**config.mk**
```make
export PLATFORM = sky130hd
export DESIGN_NAME = mem_port_arbiter
export DESIGN_NICKNAME = d
export VERILOG_FILES = /design/src/rtl/mem_port_arbiter.sv
export SDC_FILE = /design/constraint.sdc
export NUM_CORES = 1
export LEC_CHECK = 0
export BUFFER_PORTS_ARGS = -buffer_cell sky130_fd_sc_hd__buf_2
export CORE_MARGIN = 3
export CORE_UTILIZATION = 45
export DETAILED_ROUTE_END_ITERATION = 6
export HOLD_SLACK_MARGIN = 0.08
export PLACE_DENSITY = 0.78
export SLEW_MARGIN = 40
export SYNTH_ARGS = -nofsm -noshare
export SYNTH_HDL_FRONTEND = slang
export SYNTH_SLANG_ARGS = --single-unit
export TNS_END_PERCENT = 5
```
**constraint.sdc**
```tcl
create_clock -name Clk -period 5.45 [get_ports Clk]
set_input_delay 0 -clock Clk [delete_from_list [all_inputs] [get_ports Clk]]
set_output_delay 0 -clock Clk [all_outputs]
set_load 0.02 [all_outputs]
```
**src/rtl/mem_port_arbiter.sv**
```systemverilog
// Arbitrates one single-ported memory between instruction fetch and data access.
// One transaction in flight; data side has priority, a starvation counter guarantees fetch progress.
module mem_port_arbiter #(
    parameter int ADDR_W     = 32,
    parameter int DATA_W     = 32,
    parameter int STARVE_MAX = 4,
    parameter int TIMEOUT    = 16
) (
    input  logic                Clk,
    input  logic                Reset,
    input  logic                If_Req,
    input  logic [ADDR_W-1:0]   If_Addr,
    input  logic                Flush_F,
    output logic                If_Ack,
    output logic [DATA_W-1:0]   If_RData,
    input  logic                Dm_Req,
    input  logic                Dm_We,
    input  logic [ADDR_W-1:0]   Dm_Addr,
    input  logic [DATA_W-1:0]   Dm_WData,
    input  logic [DATA_W/8-1:0] Dm_WMask,
    output logic                Dm_Ack,
    output logic [DATA_W-1:0]   Dm_RData,
    output logic                Err,
    output logic                Mem_Valid,
    output logic                Mem_We,
    output logic [ADDR_W-1:0]   Mem_Addr,
    output logic [DATA_W-1:0]   Mem_WData,
    output logic [DATA_W/8-1:0] Mem_WMask,
    input  logic                Mem_Ready,
    input  logic                Mem_Done,
    input  logic [DATA_W-1:0]   Mem_RData,
    output logic                Stall_F,
    output logic                Stall_M
);

    localparam int MASK_W   = DATA_W / 8;
    localparam int STARVE_W = $clog2(STARVE_MAX + 1);
    localparam int TMO_W    = $clog2(TIMEOUT);

    typedef enum logic [1:0] {
        S_IDLE,
        S_ISSUE,
        S_WAIT,
        S_RESP
    } arbStateT;

    arbStateT              state;
    arbStateT              nextState;
    logic                  ownerDm;
    logic                  fetchCancel;
    logic [STARVE_W-1:0]   starveCnt;
    logic [TMO_W-1:0]      tmoCnt;

    logic                  grantDm;
    logic                  grantIf;
    logic                  memAccept;
    logic                  doneNow;
    logic                  timedOut;
    logic                  starveHit;
    logic                  tmoHit;

    function automatic logic [STARVE_W-1:0] satInc(input logic [STARVE_W-1:0] v);
        return (v == STARVE_W'(STARVE_MAX)) ? v : v + 1'b1;
    endfunction

    assign starveHit = (starveCnt == STARVE_W'(STARVE_MAX));
    assign tmoHit    = (tmoCnt == TMO_W'(TIMEOUT - 1));

    always_ff @(posedge Clk) begin
        if (!Reset) begin
            state <= S_IDLE;
        end else begin
            state <= nextState;
        end
    end

    always_comb begin
        nextState = state;
        grantDm   = 1'b0;
        grantIf   = 1'b0;
        memAccept = 1'b0;
        doneNow   = 1'b0;
        timedOut  = 1'b0;
        case (state)
            S_IDLE: begin
                if (Dm_Req && !(If_Req && starveHit)) begin
                    grantDm = 1'b1;
                end else if (If_Req && !Flush_F) begin
                    grantIf = 1'b1;
                end
                if (grantDm || grantIf) begin
                    nextState = S_ISSUE;
                end
            end
            S_ISSUE: begin
                memAccept = Mem_Ready;
                doneNow   = Mem_Ready && Mem_Done;
                if (doneNow) begin
                    nextState = S_RESP;
                end else if (tmoHit) begin
                    timedOut  = 1'b1;
                    nextState = S_RESP;
                end else if (Mem_Ready) begin
                    nextState = S_WAIT;
                end
            end
            S_WAIT: begin
                doneNow = Mem_Done;
                if (doneNow) begin
                    nextState = S_RESP;
                end else if (tmoHit) begin
                    timedOut  = 1'b1;
                    nextState = S_RESP;
                end
            end
            S_RESP: begin
                nextState = S_IDLE;
            end
            default: begin
                nextState = S_IDLE;
            end
        endcase
    end

    always_ff @(posedge Clk) begin
        if (!Reset) begin
            ownerDm     <= 1'b0;
            fetchCancel <= 1'b0;
            starveCnt   <= '0;
            tmoCnt      <= '0;
            Mem_Valid   <= 1'b0;
            Mem_We      <= 1'b0;
            Mem_Addr    <= '0;
            Mem_WData   <= '0;
            Mem_WMask   <= '0;
            If_Ack      <= 1'b0;
            Dm_Ack      <= 1'b0;
            Err         <= 1'b0;
            If_RData    <= '0;
            Dm_RData    <= '0;
        end else begin
            If_Ack <= 1'b0;
            Dm_Ack <= 1'b0;
            Err    <= 1'b0;

            // arbitration: starvation only accrues while a fetch is actually waiting
            if (state == S_IDLE) begin
                if (grantDm && If_Req) begin
                    starveCnt <= satInc(starveCnt);
                end else if (grantIf || !If_Req) begin
                    starveCnt <= '0;
                end
            end

            if (grantDm || grantIf) begin
                ownerDm     <= grantDm;
                fetchCancel <= 1'b0;
                tmoCnt      <= '0;
                Mem_Valid   <= 1'b1;
                Mem_We      <= grantDm && Dm_We;
                Mem_Addr    <= grantDm ? Dm_Addr : If_Addr;
                Mem_WData   <= grantDm ? Dm_WData : '0;
                Mem_WMask   <= grantDm ? Dm_WMask : MASK_W'(0);
            end

            // memory phase: the fetch still completes on the bus after a flush, only its ack is dropped
            if (state == S_ISSUE || state == S_WAIT) begin
                tmoCnt <= tmoCnt + 1'b1;
                if (!ownerDm && Flush_F) begin
                    fetchCancel <= 1'b1;
                end
            end

            if (memAccept || timedOut) begin
                Mem_Valid <= 1'b0;
            end

            // response: ack and data registered so they appear together in RESP
            if (doneNow || timedOut) begin
                if (ownerDm) begin
                    Dm_RData <= timedOut ? '0 : Mem_RData;
                    Dm_Ack   <= 1'b1;
                    Err      <= timedOut;
                end else begin
                    If_RData <= timedOut ? '0 : Mem_RData;
                    if (!(fetchCancel || Flush_F)) begin
                        If_Ack <= 1'b1;
                        Err    <= timedOut;
                    end
                end
            end
        end
    end

    assign Stall_F = If_Req && !If_Ack && !Flush_F;
    assign Stall_M = Dm_Req && !Dm_Ack;

endmodule

```
---- Word-level counts from Yosys, hierarchy flattened ----
Cells that the tools add are included.
storage, ports and cells
  word-level logic and storage cells ...... 98
  input bits .............................. 140
  register bits ........................... 148
  output and inout bits ................... 139
cells by class
  bitwise operators ....................... 3
  muxes and demuxes ....................... 36
  reduce and logical (&&, ||, !) cells .... 33
  equality and inequality tests ........... 9
  add/subtract/negate cells ............... 2
operators by type and width
  cell                                           number
  2-to-1 mux 32 bit                              3
  2-to-1 mux 1 bit                               18
  2-to-1 mux 2 bit                               6
  2-to-1 mux 4 bit                               3
  logical AND 1 bit                              10
  2-to-1 mux 3 bit                               3
  case mux 2 bit (4 select lines)                1
  logical OR 1 bit                               7
  logical NOT 1 bit                              6
  AND reduction 2 bit                            3
  AND reduction 3 bit                            2
  adder 4 x 1 -> 4 bit, second input constant    1
  == test 2 bit, second input constant           2
  == test 4 bit, second input constant           1
  inequality test 2 bit, second input constant   2
  inequality test 4 bit, second input constant   1
  case mux 1 bit (2 select lines)                2
  nonzero test 2 bit                             2
  adder 3 x 1 -> 3 bit, second input constant    1
  == test 3 bit, second input constant           1
  inequality test 3 bit, second input constant   1
  NOT 1 bit                                      3
  OR reduction 3 bit                             1
  == test 2 x 1 -> 1 bit, second input constant  1
  2 further kinds                                2

---- Longest topological paths before layout ----
Gate-level depths: netlist of run 1.
  word-level depth ........................ 11
  gate-level depth with buffers ........... 9
  gate-level depth less buffers ........... 6

---- Worst setup path before layout of run 1 ----
OpenSTA, ideal clock, no wires.
  path type ............................... reg2reg
  from .................................... register state[1]
  to ...................................... register Dm_RData[10]
  library setup time ...................... 0.119 ns
  cell stages (with the launch flop) ...... 10
  data required time ...................... 5.331 ns
  path buffers ............................ 3
  data arrival time ....................... 1.718 ns
  period minus slack after synthesis ...... 1.837 ns
  setup slack ............................. 3.613 ns
  path through ............................ dfxtp_1 inv_1 ha_1 o21ai_0 a211o_1 buf_6 a21bo_1 buf_6 buf_12 mux2i_1
on the way
  cells in the longest elaborated chain, start to end .. 4
  elaborated cells between the ends (all ways) .. 7
  classes of those cells .................. 2 x eq/ne; 3 x mux; 2 x reduce/logical
RTL lines
  element                                                         line  text
  start: declaration                                              47    arbStateT state;
  start signal: assignment                                        73    state <= nextState;
  == test 2 bit / == test 2 x 1 -> 1 bit (equally long branches)  84    case (state)
  case mux 1 bit (2 select lines)                                 84
  logical OR 1 bit                                                179   if (doneNow || timedOut) begin
  AND reduction 2 bit (no source line)                            --
  end signal: assignment                                          181   Dm_RData <= timedOut ? '0 : Mem_RData;
  end: declaration                                                22    output logic [DATA_W-1:0] Dm_RData,
Parallel ways exist; a longest one is shown, timed or not.
A chain may end at the register's enable or synchronous reset.

---- Worst setup path after layout of run 1 ----
  from .................................... register state[0]
  to ...................................... register Dm_RData[23]
Same word-level chain as after synthesis.

==> out/metrics.cfg, run 1 <==
[outcome]
outcome = complete, no violations

[setup_path]
crit_start = state[0]
worstPathArrival_ns = 3.44
r2r-end = Dm_RData[23]
crit_type = flip-flop to flip-flop
crit_fanout = 36
required_ns = 5.81
rrSetupSlack_ns = 2.37
crit_end = Dm_RData[23]
reg2reg_depth = 8
r2r-start = state[0]
start_kind = flip-flop
end_kind = flip-flop

[drt]
vias = 6644
dr.pass1.iters = 5
vias_per_cell = 5.25
wirelength_um = 20500
avgRoutedWirePerCell_um = 16.2
ant_nets = 0
drc_errors = 0
dr.first_iter.drc_count = 475

[placed_design]
hpwl_um = 11600
io_buffers = 278
dp.cells = 1091
routabilityCongestion = 0.857

[clock_network]
cts_tree = yes
post_cts_buffers = 0
htree_levels = 4
root_buffer = clkbuf_16
clkTransAtPathRegs_ns = 0.06
cts_resized = 0
ctsHoldBuffers = 141
clk_latency_ns = 0.42
cts_buffers = 17
cts.sinks = 148
ctsLongestPathBuffers = 2

[die]
io_pins = 279
die_w_um = 121
die_area_um2 = 14700
core-area_um2 = 12800
initial_core_util = 0.467
num_rows = 41
die_y_um = 121

[sta]
setup_viol = 0
period_share = 0.565
finalHoldViolCount = 0
period_minus_slack_ns = 3.08
skew_ns = 0.0140
rsz0062_at_grt = no
timing.final.max_slew_violations = 0
tightest_slew_ns = 0.830
relSlewSlack = 0.446
max_freq_mhz = 325
tns_ns = 0

[final_layout]
syn_to_final_growth_pct = 56.0
fill_cells = 891
drive_above_1_share = 0.296
final_cell_mix = buf_2, nand2_1, dfxtp_1, dlygate4sd3_1, nand3_1
diodes = 0
layout_commonest_cell = buf_2
fin_nets = 1226
instances_no_fill = 1265

[yosys]
yosys_warnings = 0
synth_edf_count = 0
ys_ff_latch = 148
syn_area_um2 = 5990
ys_types = 38
async_reset_ff_frac = 0
netlist_instances = 694
synth_ff_type = dfxtp_1
synth_nets = 840
avgSynthCellArea_um2 = 8.63
seq_area_frac_synth = 0.495

[power]
powerDensity_nw_per_um2 = 389
p_leak_nw = 4.46
ir_worst_vdd_mv = 0.366

[global_routing]
first_global_vias = 6615
antenna_found_initial = 0
grt_pass1_wl_um = 31900
grt_util_all_layers = 0.271
grt_max_degree = 97
overflow = 0

[run]
cap_violations = 0

[worst_hold_path]
hp-class = input port to flip-flop

## final cells by class
cell class	count	area (um2)	area share
Multi-Input combinational cell	480	2700	0.289
Sequential cell	148	2960	0.317
Clock inverter	12	106	0.0114
Tap cell	172	215	0.0230
Inverter	7	26.3	0.00281
Timing Repair Buffer	426	2870	0.307
Clock buffer	20	457	0.0489
## report_power, final
part	switching, mW	internal [mW]	total, mW
sequential	0.0961	1.25	1.35
combinational	0.701	0.473	1.17
clock	0.457	0.651	1.11
## critical path: stages (launching register included)
cell	delay, ns
dfxtp_1	0.36
inv_1	0.08
ha_1	0.43
o21ai_0	0.14
a211o_1	0.12
buf_4	0.37
a21bo_4	0.64
mux2i_1	0.27
dlygate4sd3_1	0.57
## worst min-delay path by stage
| stage | cells after the start | start | slack [ns] | endpoint |
|---|---|---|---|---|
| 5_1_grt | 4 | Mem_Done | 0.13 | state[0] |
| 3_3_place_gp | 3 | Dm_WData[18] | 0.24 | Mem_WData[18] |
| 2_1_floorplan | 2 | Dm_WData[0] | 0.14 | Mem_WData[0] |
| 3_5_place_dp | 3 | Dm_WData[31] | 0.25 | Mem_WData[31] |
| 6_report | 4 | Mem_Done | 0.11 | state[0] |
| 4_1_cts | 4 | Mem_Done | 0.09 | state[0] |
## logic make-up after synthesis
| family | count (synthesis) | share of synthesized area |
|---|---|---|
| adders and majority gates | 6 | 0.0125 |
| xor gates and xnor gates | 1 | 0.00146 |
| buffers and inverters | 66 | 0.0581 |
| muxes | 65 | 0.109 |
| AOI/OAI and AO/OA | 131 | 0.127 |
| DFF | 148 | 0.495 |
| and+or+nand+nor | 277 | 0.198 |
## registers in the layout (all words and copies together) (netlist names), 2 cells and up
register,count
Mem_WData,32
Mem_Addr,32
Dm_RData,32
If_RData,32
Mem_WMask,4
starveCnt,3
state,2
tmoCnt,4
## cell usage after synthesis (all sizes together), types with 2 or more instances
library cell | instances | area [um2]
a211oi | 2 | 15.0
a21bo | 2 | 20.0
a21oi | 47 | 246
a31oi | 34 | 213
and3 | 4 | 25.0
buf | 30 | 213
clkbuf | 29 | 109
dfxtp | 148 | 2960
ha | 6 | 75.1
inv | 7 | 26.3
mux2i | 65 | 651
nand2 | 176 | 661
nand2b | 3 | 18.8
nand3 | 75 | 375
nand4b | 3 | 26.3
nor2 | 9 | 33.8
nor2b | 3 | 18.8
o21ai | 35 | 175
o22ai | 2 | 12.5
o31ai | 2 | 15.0
## layer usage
layer / wire length (um) / vias to the layer above / global-route usage
met3: 1180 / 93 / 0.0615
met1: 7690 / 3080 / 0.294
li1: - / 3155 / -
met2: 10600 / 316 / 0.481
met4: 1020 / 0 / 0.157
met5: 0 / - / 0
## metrics by stage
stage	total power, mW	instance area, um2	setup WS (ns)	util	hold slack (ns)
after floorplan	2.03	5990	3.61	-	0.136
after global placement	2.32	7340	2.50	0.572	0.242
after detailed placement	2.33	7350	2.40	0.573	0.246
after CTS	3.60	9320	2.37	0.727	0.0869
after global routing	3.81	9340	2.22	0.728	0.130
final	3.63	9340	2.37	0.728	0.105
(Power assumes the default switching activity.)
==> run 2, diff against run 1 <==
--- a/config.mk
+++ b/config.mk
@@ -5,12 +5,13 @@
 export SDC_FILE = /design/constraint.sdc
 export NUM_CORES = 1
 export LEC_CHECK = 0
+export ABC_AREA = 1
 export BUFFER_PORTS_ARGS = -buffer_cell sky130_fd_sc_hd__buf_2
 export CORE_MARGIN = 3
-export CORE_UTILIZATION = 45
+export CORE_UTILIZATION = 43
 export DETAILED_ROUTE_END_ITERATION = 6
 export HOLD_SLACK_MARGIN = 0.08
-export PLACE_DENSITY = 0.78
+export PLACE_DENSITY = 0.77
 export SLEW_MARGIN = 40
 export SYNTH_ARGS = -nofsm -noshare
 export SYNTH_HDL_FRONTEND = slang
==> constraint.sdc (replaced) <==
create_clock -name Clk -period 2.7 [get_ports Clk]
set_input_delay 0 -clock Clk [delete_from_list [all_inputs] [get_ports Clk]]
set_output_delay 0 -clock Clk [all_outputs]
set_load 0.02 [all_outputs]
==> run 2 against run 1 <==
Compared with the run above:
- non-clock buffer count grew 1
- power grew 130%
- final cell count grew 20%
- hold slack lost 0.026 ns
- first-iteration DRC count shrank 14%
- sequential power grew 110%
- core utilization shrank 4.2 points
- synthesized area grew 6.3%
- sequential cell count is the same
- synthesized cell count grew 36%
- clock-buffer cell count shrank 2
==> out/metrics.cfg, run 2 <==
[outcome]
outcome = complete, no violations

[sta]
tightest_slew_ns = 0.642
timing.final.max_slew_violations = 0
period_minus_slack_ns = 2.49
finalHoldViolCount = 0
setup_viol = 0
relSlewSlack = 0.572
period_share = 0.924
rsz0062_at_grt = no
tns_ns = 0
skew_ns = 0.00722
max_freq_mhz = 401

[setup_path]
crit_chain = inv_1, ha_1, nand3_1, bufinv_8, nand2_1, nand2_1, dlygate4sd3_1, nor2_1, nor2_1
crit_end = Mem_Addr[4]
crit_type = flip-flop to flip-flop
rrSetupSlack_ns = 0.21
required_ns = 3.05
end_kind = flip-flop
r2r-start = state[1]
reg2reg_depth = 9
crit_fanout = 70
start_kind = flip-flop
cp_slowest_cell = dlygate4sd3_1
r2r-end = Mem_Addr[4]
worstPathArrival_ns = 2.85
max_stage_delay_ns = 0.56
crit_start = state[1]

[yosys]
synthMuxAreaShare = 0
yosysTopAreaCell = dfxtp_1
avgSynthCellArea_um2 = 6.73
netlist_instances = 946
synth_common_cells = nand2_1, nor2_1, dfxtp_1
ys_ff_latch = 148
ys_types = 24
synth_ff_type = dfxtp_1
synth_area_leaders = dfxtp_1, nand2_1, nor2_1
synth_nets = 1092
seq_area_frac_synth = 0.465
synth_edf_count = 0
synth_xor_area_frac = 0.00138
syn_area_um2 = 6370
yosysMostFrequentCell = nand2_1
synthDominantCellAreaShare = 0.465
synth-simple-area-share = 0.333
synth_compound_area_frac = 0.102
synth_top_family_by_area = simple AND/OR/NAND/NOR gates
synthAdderAreaFrac = 0.0118
yosys_warnings = 0
async_reset_ff_frac = 0

[final_layout]
drive_above_1_share = 0.247
instances_no_fill = 1523
syn_to_final_growth_pct = 53.2
fin_nets = 1475
final_cell_mix = nand2_1, buf_2, nor2_1, dfxtp_1, dlygate4sd3_1
final_area_um2 = 9750
layout_commonest_cell = nand2_1

[placed_design]
io_buffers = 278
dp.cells = 1352
routabilityCongestion = 0.853
dpl-instance-area_um2 = 7760
hpwl_um = 12900

[drt]
vias = 7657
dr.first_iter.drc_count = 410
drc_errors = 0
vias_per_cell = 5.03
dr.pass1.iters = 5
wirelength_um = 22500
ant_nets = 0
avgRoutedWirePerCell_um = 14.7

[global_routing]
overflow = 0
grt_pass1_wl_um = 35500
antenna_found_initial = 1
first_global_vias = 7443
grt_max_degree = 71
grt_util_all_layers = 0.268

[power]
seq_power_share = 0.332
intPower_mw = 5.26
p_leak_nw = 5.14
p_comb_frac = 0.384
p_sw_mw = 3.24
powerDensity_nw_per_um2 = 871
clkPwrFrac = 0.284
ir_worst_vdd_mv = 0.528
switching_share = 0.381

[worst_hold_path]
hp-class = input port to flip-flop
min_from = Dm_Req

[clock_network]
clkTransAtPathRegs_ns = 0.06
cts.sinks = 148
clk_latency_ns = 0.42
cts_tree = yes
cts_buffers = 17
ctsLongestPathBuffers = 2
root_buffer = clkbuf_16
htree_levels = 4

[die]
die_w_um = 128
core-area_um2 = 14200
io_pins = 279
num_rows = 43
initial_core_util = 0.448
die_y_um = 128
die_area_um2 = 16300

[run]
cap_violations = 0

run 2: changes by cell type in the layout (fill, tap and decap cells not counted), moves of 4 or more:
cell,previous run,this run
buf_4,6,10
o21ai_0,34,29
a31oi_1,34,0
nand3_1,73,50
nor2_1,9,161
nand2_1,176,317
a21oi_1,46,89
inv_1,6,57
o21ai_1,1,7
mux2i_1,65,0
run 2: kinds of logic (layout without fill, tap and decap cells):
group / count (synthesis) / count (layout)
XOR/XNOR: 1 / 1
flip-flops: 148 / 148
other: 0 / 1
adder cells (fa/ha/maj): 6 / 6
buffers and inverters: 124 / 520
AND/OR/NAND/NOR: 539 / 539
AO/OA/AOI/OAI: 128 / 128
run 2: per-layer routing:
metal | routed length [um] | GRT usage | vias to the layer above
li1 | - | - | 3710
met4 | 883 | 0.132 | 0
met2 | 10900 | 0.468 | 414
met5 | 0 | 0 | -
met1 | 8710 | 0.299 | 3449
met3 | 1920 | 0.0771 | 84
run 2: per-stage QoR:
step	util	setup slack (ns)	hold slack (ns)	total power [mW]
6_report	0.687	0.206	0.0789	8.49
5_1_grt	0.687	0.0201	0.119	8.96
4_1_cts	0.686	0.120	0.0870	8.37
3_5_place_dp	0.546	0.412	0.261	5.59
3_3_place_gp	0.546	0.456	0.253	5.55
2_1_floorplan	-	0.989	0.115	4.79
run 2: final cells by class:
class                      instances  area, um2
fill                            1092       4450
clock inverter                    14        159
multi-input combinational        674       2850
tap                              180        225
timing repair buffer             427       2870
sequential                       148       2960
antenna                            1       2.50
clock buffer                      18        439
inverter                          61        243
run 2: how the worst min path moves through the flow:
stage / depth (start not counted) / endpoint
finish: 3 / ownerDm
CTS: 5 / ownerDm
detailed placement: 3 / Mem_WMask[1]
floorplan: 2 / Stall_M
global route: 3 / ownerDm
global placement: 3 / Mem_WData[12]
run 2: worst max-delay path: cells and delay by family (launching register included):
family,cells,cell delay [ns]
and+or+nand+nor,5,0.63
adders and majority gates,1,0.26
buffers and inverters,3,1.16
DFF,1,0.32
run 2: power by group through the flow:
stage	registers (mW)	logic [mW]	clock network, mW
global placement	2.83	2.73	0
floorplan	3.26	1.53	0
global route	2.86	3.56	2.54
detailed placement	2.83	2.76	0
CTS	2.80	3.13	2.44
finish	2.82	3.26	2.41
run 2: what timing repair did:
item                       4_1_cts  5_1_grt
hold endpoints to repair       145        0
resized for setup                0        3
hold buffers                   138        0
buffers inserted                 0        0
setup endpoints to repair        0       32
==> run 3, diff against run 2 <==
--- a/config.mk
+++ b/config.mk
@@ -7,11 +7,13 @@
 export LEC_CHECK = 0
 export ABC_AREA = 1
 export BUFFER_PORTS_ARGS = -buffer_cell sky130_fd_sc_hd__buf_2
+export CAP_MARGIN = 5
 export CORE_MARGIN = 3
-export CORE_UTILIZATION = 43
+export CORE_UTILIZATION = 44
+export CTS_BUF_LIST = sky130_fd_sc_hd__clkbuf_4 sky130_fd_sc_hd__clkbuf_8
 export DETAILED_ROUTE_END_ITERATION = 6
 export HOLD_SLACK_MARGIN = 0.08
-export PLACE_DENSITY = 0.77
+export PLACE_DENSITY = 0.78
 export SLEW_MARGIN = 40
 export SYNTH_ARGS = -nofsm -noshare
 export SYNTH_HDL_FRONTEND = slang
==> run 3 against run 2 <==
Compared with the run above:
- non-clock buffer count is 2 higher
- core utilization grew 0.058 points
- clock-buffer cell count unchanged
- clock power down 15%
- design area down 1.1%
- maximum frequency grew 3.0%
- power is 3.8% lower
- routed wire length is 1.7% lower
- hold slack gained 0.27 ns
- sequential share of layout area grew 0.32 points
- final cell count did not move
- sequential power about the same
- critical path type unchanged
- largest cell class unchanged
==> out/metrics.cfg, run 3 (synthesized netlist as in run 2, its figures left out) <==
[sta]
relSlewSlack = 0.533
period_share = 0.897
tns_ns = 0
setup_viol = 0
fin_ws_ns = 0.279
timing.final.max_slew_violations = 0
finalHoldViolCount = 0
tightest_slew_ns = 0.700
max_freq_mhz = 413
period_minus_slack_ns = 2.42
skew_ns = 0.0166
rsz0062_at_grt = no

[clock_network]
clkTransAtPathRegs_ns = 0.08
cts_tree = yes
htree_levels = 4
clk_latency_ns = 0.45
root_buffer = clkbuf_8
ctsLongestPathBuffers = 2
cts_buffers = 17
post_cts_buffers = 0
cts.sinks = 148

[setup_path]
crit_fanout = 70
worstPathArrival_ns = 2.80
crit_type = flip-flop to flip-flop
end_kind = flip-flop
start_kind = flip-flop
required_ns = 3.08

[die]
core-area_um2 = 14000
die_y_um = 126
die_area_um2 = 15900
num_rows = 43
die_w_um = 126
io_pins = 279
initial_core_util = 0.453

[drt]
wirelength_um = 22100
ant_nets = 0
dr.first_iter.drc_count = 573
vias_per_cell = 5.02
vias = 7646
dr.pass1.iters = 5
avgRoutedWirePerCell_um = 14.5
drc_errors = 0

[final_layout]
fill_cells = 1065
layout_commonest_cell = nand2_1
regArea_um2 = 2960
fin_nets = 1477
diodes = 0
multi_input_area_um2 = 2860
drive_above_1_share = 0.247
syn_to_final_growth_pct = 51.6
final_cell_mix = nand2_1, buf_2, nor2_1, dfxtp_1, dlygate4sd3_1

[global_routing]
antenna_found_initial = 0
grt_max_degree = 100
grt_pass1_wl_um = 35900
overflow = 0
first_global_vias = 7418
grt_util_all_layers = 0.275

[outcome]
outcome = complete, no violations

[placed_design]
io_buffers = 278
dpl_worst_slack_ns = 0.645
routabilityCongestion = 0.849
hpwl_um = 12300

[worst_hold_path]
hp-class = input port to flip-flop

[power]
finalPower_mw = 8.17
p_leak_nw = 5.09
powerDensity_nw_per_um2 = 846
ir_worst_vdd_mv = 0.519

[run]
cap_violations = 0

run 3: cell count changes in the layout (fill, tap and decap cells not counted), sizes merged:
cell / change
dlygate4sd3: +2
diode: -1
bufinv: +2
inv: +1
clkinv: -4
run 3: metrics by stage:
step | hold WS, ns | utilization | area [um2] | cells
after floorplan | 0.115 | - | 6370 | 946
after global placement | 0.254 | 0.553 | 7770 | 1352
after detailed placement | 0.260 | 0.554 | 7770 | 1352
after CTS | 0.313 | 0.687 | 9640 | 1523
after global routing | 0.334 | 0.687 | 9650 | 1523
final | 0.352 | 0.687 | 9650 | 1523
run 3: worst max-delay path: stages, from the launching register on:
cell           delay (ns)
dfxtp_1              0.33
inv_1                0.11
ha_1                 0.30
nand3_2              0.23
inv_2                0.12
buf_12               0.26
nand2_1              0.10
nand2_1              0.10
dlygate4sd3_1        0.57
nor2_1               0.06
nor2_1               0.13
run 3: cell type report:
cell class,instances,area share
timing repair buffer,429,0.301
tap,180,0.0233
multi-input combinational,674,0.296
sequential,148,0.307
clock inverter,13,0.0237
inverter,61,0.0237
clock buffer,18,0.0250
run 3: path summary, 6_finish.rpt:
check	from	end	slack, ns	depth (start not counted)
setup / recovery	state[1]	Mem_Addr[2]	0.28	10
hold / removal	Dm_WMask[3]	Mem_WMask[3]	0.35	4
setup reg to reg	state[1]	Mem_Addr[2]	0.28	10
hold reg to reg	Mem_WData[28]	Mem_WData[28]	0.46	2
run 3: power breakdown:
group          leakage, nW  switching (mW)  internal, mW
combinational         3.64            2.07          1.20
sequential            1.21           0.241          2.59
clock                0.237           0.864          1.20
total                 5.09            3.18          4.99
run 3: layer usage:
| layer | share of wire | vias up | global-route usage |
|---|---|---|---|
| met4 | 0.033 | 0 | 0.135 |
| met5 | 0 | - | 0 |
| met3 | 0.081 | 66 | 0.0776 |
| met2 | 0.49 | 385 | 0.461 |
| met1 | 0.40 | 3483 | 0.324 |
| li1 | - | 3712 | - |
run 3: timing repair:
action                     CTS  global route
hold buffers               140             0
setup endpoints to repair    0             1
resized for setup            0             1
hold endpoints to repair   147             0
